--- config.mk ---
export PLATFORM = sky130hd
export DESIGN_NAME = dmem_arbiter
export DESIGN_NICKNAME = d
export VERILOG_FILES = /design/src/rtl/dmem_arb_pkg.sv /design/src/rtl/dmem_rd_return.sv /design/src/rtl/dmem_arbiter.sv
export SDC_FILE = /design/constraint.sdc
export NUM_CORES = 1
export LEC_CHECK = 0
export CORE_MARGIN = 5
export CORE_UTILIZATION = 35
export DETAILED_ROUTE_END_ITERATION = 10
export GPL_ROUTABILITY_DRIVEN = 0
export PLACE_DENSITY = 0.8
export REMOVE_ABC_BUFFERS = 1
export SETUP_SLACK_MARGIN = 0.4
export SLEW_MARGIN = 20
export SYNTH_ARGS = -nofsm -noshare
export SYNTH_HDL_FRONTEND = slang
export SYNTH_SLANG_ARGS = --single-unit
export TNS_END_PERCENT = 10
--- constraint.sdc ---
create_clock -name clk -period 1.55 [get_ports clk]
set_clock_uncertainty 0.15 [all_clocks]
set_input_delay 0.2325 -clock clk [delete_from_list [all_inputs] [get_ports clk]]
set_output_delay 0.2325 -clock clk [all_outputs]
set_load 0.005 [all_outputs]
--- src/rtl/dmem_arb_pkg.sv ---
// Shared types and defaults for the data-memory arbiter.
// Latency: n/a (types only).
// Backpressure: n/a.
package dmem_arb_pkg;

    localparam int ADDR_W_DEF   = 8;
    localparam int DATA_W_DEF   = 32;
    localparam int MAX_WAIT_DEF = 4;

    typedef enum logic [1:0] {
        OWN_NONE = 2'd0,
        OWN_CPU  = 2'd1,
        OWN_HOST = 2'd2
    } owner_e;

endpackage

--- src/rtl/dmem_rd_return.sv ---
// Routes memory read data back to the port that issued the read.
// Latency: rd strobe in T, owner's rvalid pulse and new rdata in T+2.
// Backpressure: none; owners must accept the one-cycle rvalid pulse.
module dmem_rd_return
    import dmem_arb_pkg::*;
#(
    parameter int DATA_W = DATA_W_DEF
) (
    input  logic              clk,
    input  logic              rst,
    input  owner_e            rd_owner,
    input  logic [DATA_W-1:0] mem_rdata,
    output logic              cpu_rvalid,
    output logic [DATA_W-1:0] cpu_rdata,
    output logic              host_rvalid,
    output logic [DATA_W-1:0] host_rdata
);

    owner_e owner_q;

    always_ff @(posedge clk or negedge rst) begin
        if (!rst) begin
            owner_q <= OWN_NONE;
        end else begin
            owner_q <= rd_owner;
        end
    end

    // mem_rdata is valid the cycle after the strobe, i.e. while owner_q holds the tag
    always_ff @(posedge clk or negedge rst) begin
        if (!rst) begin
            cpu_rvalid  <= 1'b0;
            host_rvalid <= 1'b0;
            cpu_rdata   <= '0;
            host_rdata  <= '0;
        end else begin
            cpu_rvalid  <= (owner_q == OWN_CPU);
            host_rvalid <= (owner_q == OWN_HOST);
            if (owner_q == OWN_CPU) begin
                cpu_rdata <= mem_rdata;
            end
            if (owner_q == OWN_HOST) begin
                host_rdata <= mem_rdata;
            end
        end
    end

endmodule

--- src/rtl/dmem_arbiter.sv ---
// CPU-priority arbiter for the single-port data memory with bounded host starvation.
// Latency: grant is combinational in the request cycle; read data returns two cycles later.
// Backpressure: a losing requester holds req until granted; cpu_stall flags the CPU wait.
module dmem_arbiter
    import dmem_arb_pkg::*;
#(
    parameter int ADDR_W   = ADDR_W_DEF,
    parameter int DATA_W   = DATA_W_DEF,
    parameter int MAX_WAIT = MAX_WAIT_DEF
) (
    input  logic              clk,
    input  logic              rst,
    input  logic              cpu_req,
    input  logic              cpu_we,
    input  logic [ADDR_W-1:0] cpu_addr,
    input  logic [DATA_W-1:0] cpu_wdata,
    output logic              cpu_gnt,
    output logic              cpu_rvalid,
    output logic [DATA_W-1:0] cpu_rdata,
    input  logic              host_req,
    input  logic              host_we,
    input  logic [ADDR_W-1:0] host_addr,
    input  logic [DATA_W-1:0] host_wdata,
    output logic              host_gnt,
    output logic              host_rvalid,
    output logic [DATA_W-1:0] host_rdata,
    output logic [ADDR_W-1:0] mem_addr,
    output logic [DATA_W-1:0] mem_wdata,
    output logic              mem_rd_en,
    output logic              mem_wr_en,
    input  logic [DATA_W-1:0] mem_rdata,
    output logic              cpu_stall
);

    localparam logic [3:0] WAIT_MAX = 4'(MAX_WAIT);

    logic [3:0] wait_cnt;
    logic       cpu_win;
    logic       host_win;
    owner_e     rd_owner;

    // reset gates the grants so nothing reaches the memory while rst is low
    always_comb begin
        cpu_win  = 1'b0;
        host_win = 1'b0;
        if (rst) begin
            if (cpu_req && host_req) begin
                if (wait_cnt >= WAIT_MAX) begin
                    host_win = 1'b1;
                end else begin
                    cpu_win = 1'b1;
                end
            end else if (cpu_req) begin
                cpu_win = 1'b1;
            end else if (host_req) begin
                host_win = 1'b1;
            end
        end
    end

    always_comb begin
        mem_addr  = '0;
        mem_wdata = '0;
        mem_rd_en = 1'b0;
        mem_wr_en = 1'b0;
        rd_owner  = OWN_NONE;
        if (cpu_win) begin
            mem_addr  = cpu_addr;
            mem_wdata = cpu_wdata;
            mem_wr_en = cpu_we;
            mem_rd_en = ~cpu_we;
            rd_owner  = cpu_we ? OWN_NONE : OWN_CPU;
        end else if (host_win) begin
            mem_addr  = host_addr;
            mem_wdata = host_wdata;
            mem_wr_en = host_we;
            mem_rd_en = ~host_we;
            rd_owner  = host_we ? OWN_NONE : OWN_HOST;
        end
    end

    assign cpu_gnt   = cpu_win;
    assign host_gnt  = host_win;
    assign cpu_stall = cpu_req & ~cpu_win;

    // counts consecutive arbitrations the host lost to the CPU
    always_ff @(posedge clk or negedge rst) begin
        if (!rst) begin
            wait_cnt <= 4'd0;
        end else if (host_req && cpu_win) begin
            if (wait_cnt < WAIT_MAX) begin
                wait_cnt <= wait_cnt + 4'd1;
            end
        end else begin
            wait_cnt <= 4'd0;
        end
    end

    dmem_rd_return #(
        .DATA_W(DATA_W)
    ) u_rd_return (
        .clk        (clk),
        .rst        (rst),
        .rd_owner   (rd_owner),
        .mem_rdata  (mem_rdata),
        .cpu_rvalid (cpu_rvalid),
        .cpu_rdata  (cpu_rdata),
        .host_rvalid(host_rvalid),
        .host_rdata (host_rdata)
    );

endmodule

Yosys cells after proc, flatten, opt, wreduce, memory -nomap -nowiden
Index checks and enable logic that the tools add are counted.
W data, S select, Z words.

operators by class
  $add $sub $neg = 1
  order comparisons = 2
  equal/unequal tests = 3
  mux-type cells = 23
  bitwise logic cells = 4
  reduce and logical (&&, ||, !) cells = 2

operators by type and width
  cell                   count
  $mux W32               2
  $mux W8                2
  $mux W1                14
  $mux W4                2
  $mux W2                3
  $add A4 B1 Y4 const B  1
  $ge A4 B3 Y1 const B   1
  $lt A4 B3 Y1 const B   1
  $not A1 Y1             3
  $eq A2 B1 Y1 const B   1
  $eq A2 B2 Y1 const B   1
  $logic_and A1 B1 Y1    2
  $ne A2 B1 Y1 const B   1
  $and A1 B1 Y1          1

word-level totals
  bits in registers = 72
  logic and storage cells = 41

Depth between registers and ports, before layout
Gate-level depths: netlist of the first run.

  word-level depth = 6
  mapped depth = 5
  mapped depth without buffers = 4

By module
A second synthesis of the first run with hierarchy kept.

unflattened totals
  cell total of the unflattened synthesis = 213
  area, all modules = 3442.1 µm²

by module, submodules not included
  module          times used  cells an instance  area each (µm²)  seq. area each (µm²)
  dmem_rd_return  1           144                2802.7           1701.6
  dmem_arbiter    1           69                 639.4            100.1

Least setup slack after synthesis of the first run
No wires, ideal clock.

  path kind = flip-flop to output port
  from = register wait_cnt[2]
  to = output mem_addr[5]
  arrival = 1.073 ns
  setup slack = 0.095 ns
  cell stages (with the launch flop) = 5
  buffers on the path = 1
  cell sequence = dfrtp_1 nor3b_4 nor2_2 buf_2 a22o_1

on the way
  word-level cells in the longest chain between the ends = 6
  elaborated cells on any way between the ends = 9
  those cells by class = order compare (1); mux (8)

ends and longest elaborated chain
  item                      RTL line            RTL
  start: declaration        dmem_arbiter.sv:37  logic [3:0] wait_cnt;
  start signal: assignment  dmem_arbiter.sv:92  wait_cnt <= wait_cnt + 4'd1;
  $ge A4 B3 Y1 (*)          dmem_arbiter.sv:48  if (wait_cnt >= WAIT_MAX) begin
  $mux W1                   dmem_arbiter.sv:48
  $mux W1                   dmem_arbiter.sv:47  if (cpu_req && host_req) begin
  $mux W1                   dmem_arbiter.sv:46  if (rst) begin
  $mux W8                   dmem_arbiter.sv:73  end else if (host_win) begin
  $mux W8 (*)               dmem_arbiter.sv:67  if (cpu_win) begin
  end: declaration          dmem_arbiter.sv:27  output logic [ADDR_W-1:0] mem_addr,

Mark *: on every way between the ends. The rest lies on a longest branch, timed or not.

Worst setup path in the final report of the first run
  from = register wait_cnt[2]
  to = output mem_wdata[24]

on the way
  word-level cells in the longest chain between the ends = 6
  elaborated cells on any way between the ends = 9
  those cells by class = order compare (1); mux (8)

ends and longest elaborated chain
  item              RTL line            RTL
  $ge A4 B3 Y1 (*)  dmem_arbiter.sv:48
  $mux W1           dmem_arbiter.sv:48
  $mux W1           dmem_arbiter.sv:47
  $mux W1           dmem_arbiter.sv:46
  $mux W32          dmem_arbiter.sv:73
  $mux W32 (*)      dmem_arbiter.sv:67
  end: declaration  dmem_arbiter.sv:28  output logic [DATA_W-1:0] mem_wdata,

Marked as above.

==> out/qor.csv, run 1 <==
stage,metric,value,unit
outcome,status,finished with violations,
outcome,failing checks,"hold timing, setup timing",
routing,initial drt markers,66,
synthesis,Synth Register Bits,72,
pwr,Leak,2.94,nW
synthesis,synth top area cells,"dfrtp_1 (55%), mux2_4 (13%), mux2_1 (12%)",
worst_hold_path,worst min path class,input pin to asynchronous set/reset pin,
placement,placed instance area,5720,um2
worst_setup_path,"delay-heaviest family, CP",flip-flops,
sta,Tcrit/Tclk final,138,%
pwr,PD cells,1030,nW/um2
synthesis,average cell area after synthesis,15.4,um2
worst_setup_path,Crit. End Element,primary output,
worst_setup_path,RR Startpoint,u_rd_return.owner_q[1],
global_route,initial antenna violation count,0,
worst_setup_path,Crit Path Max Fanout,15,
worst_setup_path,Critical Path Most Common Cell,buf_6,
pwr,Max VDD drop,0.000607,V
floorplan,Die H,107,um
clock_network,CTS tree,done,
floorplan,std cell rows,35,
layout,final instance area,5940,um2
floorplan,Core Footprint,9150,um2
worst_setup_path,Critical Path RT,1.17,ns
sta,Slew headroom,56.4,%
global_route,Overflow after GRT,0,
synthesis,ys async rst share,100,%
synthesis,"EDFF count, synth",0,
sta,Tightest Pin Transition,0.654,ns
worst_setup_path,Reg2Reg Depth,3,
routing,wire per inst,21.9,um
clock_network,clock slew at reported path FFs,0.09,ns
global_route,vias in the first global route,3316,
clock_network,H-tree depth,3,
synthesis,post-synthesis sequential area ratio,55.2,%
synthesis,post-synthesis cell area,3260,um2
synthesis,share of the synthesized area in the top cell type,55.2,%
routing,DRC violations left,0,
worst_setup_path,R2R Setup Slk,0.09,ns
global_route,Overall Global Routing Usage,22.2,%
clock_network,Num CTS Buffers,9,
clock_network,worst-skew pair later-pin latency,0.33,ns
synthesis,yosys synthesis warning count,0,
floorplan,initial core utilization,35.7,%
floorplan,die area,11400,um2
worst_setup_path,reg2reg end,u_rd_return.cpu_rdata[3],
worst_setup_path,critical path's slowest cell,dfrtp_1,
worst_setup_path,largest stage delay on the critical path,0.43,ns
worst_setup_path,Worst Path Arrival,1.76,ns
worst_setup_path,Crit Path Category,flop to primary output,
synthesis,Synth area leader,dfrtp_1,
clock_network,CTS max path bufs,2,
floorplan,Die W,107,um
clock_network,clock tree sinks,72,
floorplan,I/O pins,229,
routing,detailed-route via count,2914,
sta,final setup fails,45,
global_route,largest net degree at the start of global routing,74,
run,Max-Cap Viols,0,
routing,Routed Antenna Nets,0,
layout,Area Growth Syn to Fin,82.0,%
synthesis,Cells after Synth,212,
worst_setup_path,CP bufs+invs,3,
placement,PortBufs,228,
global_route,first-pass GRT wire length,19.0,mm
synthesis,most common cell in the netlist,dfrtp_1,
sta,Slew Limit Fails,0,
sta,Period minus WS final,2.14,ns
routing,DRT Wirelength,12.8,mm
layout,Filler Cells Inserted,698,
placement,dpl hpwl,9.61,mm
pwr,Pwr Total,6.14,mW
sta,"Hold Vio Cnt, Final",72,
synthesis,Unique masters post-synth,24,
layout,share of layout cells above drive strength 1,49.9,%
clock_network,clk root buf,clkbuf_8,
sta,slack of the critical path,-0.588,ns
layout,antenna cells,0,
sta,Worst Hold Slack,-0.126,ns
synthesis,"top cells by count, synth","dfrtp_1 (72), a22o_1 (41), mux2_1 (35), mux2_4 (29), buf_6 (10)",
worst_setup_path,CP cell instances,nor3b_4 -> nor2_4 -> buf_6 -> buf_16 -> a22o_1 -> buf_6,
worst_setup_path,Setup crit start kind,flop,
layout,Nets,587,
routing,vias per inst,4.99,
layout,Post-Route Utilization,64.9,%
routing,router iterations before antenna repair,4,
sta,fmax,468,MHz
synthesis,ys flop type,dfrtp_1,
sta,RSZ-0062 raised after global routing,yes,
area by class of cell:
class	instances	area [um2]	share of cell area, %
Multi-Input combinational cell	122	1480	25.0
Clock buffer	10	138	2.32
Tap cell	111	139	2.34
Sequential cell	72	1800	30.3
Inverter	2	12.5	0.211
Timing Repair Buffer	261	2270	38.2
Clock inverter	6	97.6	1.64
cells by family (layout without fill, tap and decap cells):
family / after synthesis / in the layout / synth area share, %
flops: 72 / 72 / 55.2
mux: 64 / 64 / 25.4
compound gates: 43 / 43 / 11.4
buf+inv: 18 / 279 / 4.68
simple gates: 13 / 13 / 2.84
fa+ha+maj: 1 / 1 / 0.383
other cells: 1 / 1 / 0.115
state kept, by name (all words and copies together), names as in the netlist:
name                     cells
u_rd_return.cpu_rdata       32
u_rd_return.cpu_rvalid       1
u_rd_return.host_rdata      32
u_rd_return.host_rvalid      1
u_rd_return.owner_q          2
wait_cnt                     4
layer usage:
| metal | vias to the layer above | share of wire (%) | track usage (%) |
|---|---|---|---|
| li1 | 1302 | - | - |
| met1 | 1432 | 35 | 22.4 |
| met2 | 152 | 52 | 40.2 |
| met3 | 28 | 8.3 | 8.25 |
| met4 | 0 | 4.5 | 10.9 |
| met5 | - | 0 | 0 |
worst max-delay path by stage:
stage                          endpoint  slack, ns  cells after the start              startpoint
2_1_floorplan  u_rd_return.cpu_rdata[0]      -1.01                      2  u_rd_return.owner_q[1]
3_3_place_gp                mem_addr[3]      -0.79                      6                 cpu_req
3_5_place_dp                mem_addr[3]      -0.83                      6                 cpu_req
4_1_cts                   mem_wdata[24]      -0.58                      6             wait_cnt[3]
5_1_grt                     mem_addr[2]      -0.66                      6             wait_cnt[2]
6_report                  mem_wdata[24]      -0.59                      6             wait_cnt[2]
cells in the final DEF (no fill, tap or decap):
cell,synthesis,final
nor2_4,0,1
buf_4,1,8
inv_8,0,1
buf_6,10,21
nor3b_4,1,1
nor2b_4,0,1
mux2_4,29,64
clkbuf_8,0,10
inv_1,1,1
nand2b_4,0,1
nor3b_2,0,1
inv_6,0,3
clkinv_4,0,1
clkbuf_2,0,1
nor2_1,1,1
and3_4,0,1
bufinv_16,0,2
buf_12,0,7
clkdlybuf4s50_1,0,115
buf_16,0,5
a22o_1,41,41
buf_2,5,101
dlygate4sd2_1,0,2
nand3_2,1,1
o21ai_2,0,1
dfrtp_1,72,71
and3_1,2,1
buf_8,0,1
nor3_2,0,1
conb_1,1,1
dfrtp_2,0,1
and2_1,2,2
ha_1,1,1
o21bai_1,1,1
nand2_2,0,1
power breakdown:
group          leakage [nW]  internal, mW  switching (mW)
logic                  1.96          1.26           0.645
clock network         0.120         0.979           0.767
registers             0.860          2.27           0.223
total                  2.94          4.51            1.63
timing repair:
item,in CTS,in global routing
setup endpoints to repair,180,180
hold endpoints to repair,72,72
resized for setup,516,4
pin swaps,18,3
cloned,7,0
buffers inserted,9,1
through the flow:
step	TNS (ns)	setup slack, ns	hold WS [ns]	std cells
after floorplan	-69.46	-1.01	-0.213	196
after global placement	-32.45	-0.792	0.284	551
after detailed placement	-34.35	-0.827	0.282	551
after CTS	-22.90	-0.581	-0.103	583
after global routing	-26.92	-0.659	-0.0809	584
final	-23.55	-0.588	-0.126	584
(Power assumes the default switching activity.)
==> run 2, diff against run 1 <==
--- a/config.mk
+++ b/config.mk
@@ -6,10 +6,11 @@
 export NUM_CORES = 1
 export LEC_CHECK = 0
 export CORE_MARGIN = 5
-export CORE_UTILIZATION = 35
+export CORE_UTILIZATION = 38
 export DETAILED_ROUTE_END_ITERATION = 10
 export GPL_ROUTABILITY_DRIVEN = 0
-export PLACE_DENSITY = 0.8
+export GPL_TIMING_DRIVEN = 0
+export PLACE_DENSITY = 0.86
 export REMOVE_ABC_BUFFERS = 1
 export SETUP_SLACK_MARGIN = 0.4
 export SLEW_MARGIN = 20
==> constraint.sdc (replaced) <==
create_clock -name clk -period 2.6 [get_ports clk]
set_clock_uncertainty 0.15 [all_clocks]
set_input_delay 0.39 -clock clk [delete_from_list [all_inputs] [get_ports clk]]
set_output_delay 0.39 -clock clk [all_outputs]
set_load 0.005 [all_outputs]
==> run 2 against run 1 <==
  * The run now ends clean
  * Sequential cell count stayed put
  * Critical path depth stayed put
  * Sequential power is 40% lower
  * Routed wire length is 5.5% higher
  * Combinational power is 34% lower
  * Hold slack better by 0.14 ns
  * Cell area is 3.7% higher
  * Global-route usage is 3.3 points higher
  * First-iteration DRC count is 20% lower
  * Worst setup slack better by 0.79 ns
  * Cell count is 0.34% lower
  * Utilization is 9.3 points higher
  * Largest cell class unchanged
  * Largest power group unchanged
==> out/qor.csv, run 2 (synthesis gave the netlist of run 1 again) <==
stage,metric,value,unit
placement,dpl hpwl,9.57,mm
sta,"Hold Vio Cnt, Final",0,
clock_network,H-tree depth,3,
global_route,initial antenna violation count,0,
floorplan,Die W,103,um
sta,fmax,417,MHz
clock_network,CTS max path bufs,2,
floorplan,std cell rows,33,
layout,Finished Layout Cells,582,
layout,Post-Route Utilization,74.2,%
clock_network,clock slew at reported path FFs,0.08,ns
layout,most frequent cells in the layout,"clkdlybuf4s50_1 (180), dfrtp_1 (70), a22o_1 (40)",
floorplan,die area,10500,um2
placement,PortBufs,228,
placement,DP Cell Count,531,
floorplan,Core Footprint,8300,um2
sta,Slew Limit Fails,0,
worst_setup_path,Critical Path RT,2.06,ns
global_route,Overflow after GRT,0,
layout,Area Growth Syn to Fin,88.7,%
routing,detailed-route via count,3015,
routing,router iterations before antenna repair,4,
clock_network,CTS tree,done,
clock_network,worst-skew pair later-pin latency,0.34,ns
layout,biggest regs,"u_rd_return.cpu_rdata: 32 flops, u_rd_return.host_rdata: 32 flops, wait_cnt: 4 flops",
global_route,first-pass GRT wire length,19.5,mm
routing,initial drt markers,53,
sta,Period minus WS final,2.40,ns
pwr,Leak,2.82,nW
worst_setup_path,Crit. End Element,primary output,
floorplan,initial core utilization,39.3,%
global_route,Overall Global Routing Usage,25.6,%
outcome,status,completed,
global_route,largest net degree at the start of global routing,34,
routing,DRC violations left,0,
routing,vias per inst,5.18,
pwr,PD cells,576,nW/um2
sta,Tcrit/Tclk final,92.3,%
run,Max-Cap Viols,0,
global_route,vias in the first global route,3415,
sta,final setup fails,0,
routing,DRT Wirelength,13.5,mm
pwr,Pwr Total,3.54,mW
worst_setup_path,Crit Path Max Fanout,5,
layout,antenna cells,0,
sta,setup TNS,0,ns
layout,"most common cell after layout, fill and taps aside",clkdlybuf4s50_1,
routing,wire per inst,23.2,um
floorplan,Die H,103,um
worst_setup_path,Worst Path Arrival,1.86,ns
clock_network,clk root buf,clkbuf_8,
sta,Worst Hold Slack,0.0160,ns
sta,Slew headroom,57.1,%
layout,share of layout cells above drive strength 1,22.9,%
sta,RSZ-0062 raised after global routing,yes,
clock_network,Num CTS Buffers,9,
layout,Nets,591,
worst_setup_path,Setup crit start kind,flop,
routing,Routed Antenna Nets,0,
clock_network,clock tree sinks,72,
worst_setup_path,Crit Path Category,flop to primary output,
pwr,Max VDD drop,0.000279,V
sta,Tightest Pin Transition,0.641,ns
floorplan,I/O pins,229,
worst_hold_path,worst min path class,input pin to asynchronous set/reset pin,
-- run 2: cell count changes in the layout (fill, tap and decap cells not counted), sizes merged, moves of 2 or more --
cell | before | now
bufbuf | 0 | 2
buf | 143 | 33
clkdlybuf4s50 | 115 | 180
clkdlybuf4s15 | 0 | 17
bufinv | 2 | 0
dlygate4sd2 | 2 | 18
clkbuf | 11 | 13
dlygate4sd3 | 0 | 3
clkinv | 1 | 4
nor2 | 2 | 7
-- run 2: what timing repair did --
| item | CTS | global route |
|---|---|---|
| setup endpoints to repair | 45 | 45 |
| setup buffers | 16 | 3 |
| hold buffers | 3 | 0 |
| cloned | 12 | 1 |
| pin swaps | 13 | 6 |
| gates resized for setup | 121 | 19 |
| endpoints found under the hold margin | 13 | 0 |
-- run 2: per-layer routing --
metal	share of wire [%]	up-vias	global-route usage (%)	wire [um]
met5	0	-	0	0
met4	7.3	0	19.2	978
met3	9.3	42	7.92	1260
met2	50	205	42.9	6790
met1	33	1445	26.7	4460
li1	-	1323	-	-
-- run 2: final timing paths --
path,depth (start not counted),from,to,slack (ns)
min reg2reg,1,wait_cnt[0],wait_cnt[0],0.33
max,6,wait_cnt[2],mem_addr[2],0.20
max in group asynchronous,3,rst,u_rd_return.cpu_rdata[17],1.24
min in group clk,1,wait_cnt[0],wait_cnt[0],0.33
min,2,rst,u_rd_return.host_rdata[11],0.02
max reg2reg,3,u_rd_return.owner_q[1],u_rd_return.cpu_rdata[12],0.80
-- run 2: final cells by class --
type                    instances  area, um2
clock buffers                  12        145
clock inverters                 4       30.0
fillers                       522       2140
inverters                       2       15.0
multi-input cells             127       1420
flip-flops and latches         72       1800
well taps                     105        131
repair buffers                255       2570
repair inverters                5       43.8
-- run 2: where the power goes --
group          internal (mW)  switching (mW)  total, mW  leakage (nW)
combinational          0.877           0.388       1.26          1.88
sequential              1.35           0.133       1.49         0.859
clock                  0.375           0.418      0.793        0.0866
-- run 2: critical path, cell delays in order, from the launching register on --
cell and delay (ns):
dfrtp_2 0.45, nor3b_4 0.26, buf_6 0.18, buf_4 0.14, nor2_4 0.06, a22o_1 0.21
clkdlybuf4s15_2 0.22
-- run 2: per-stage QoR --
stage,worst slack [ns],area [um2]
after floorplan,0.0427,3120
after global placement,-3.70,5530
after detailed placement,-0.664,5610
after CTS,0.203,6120
after global routing,0.124,6160
final,0.200,6160
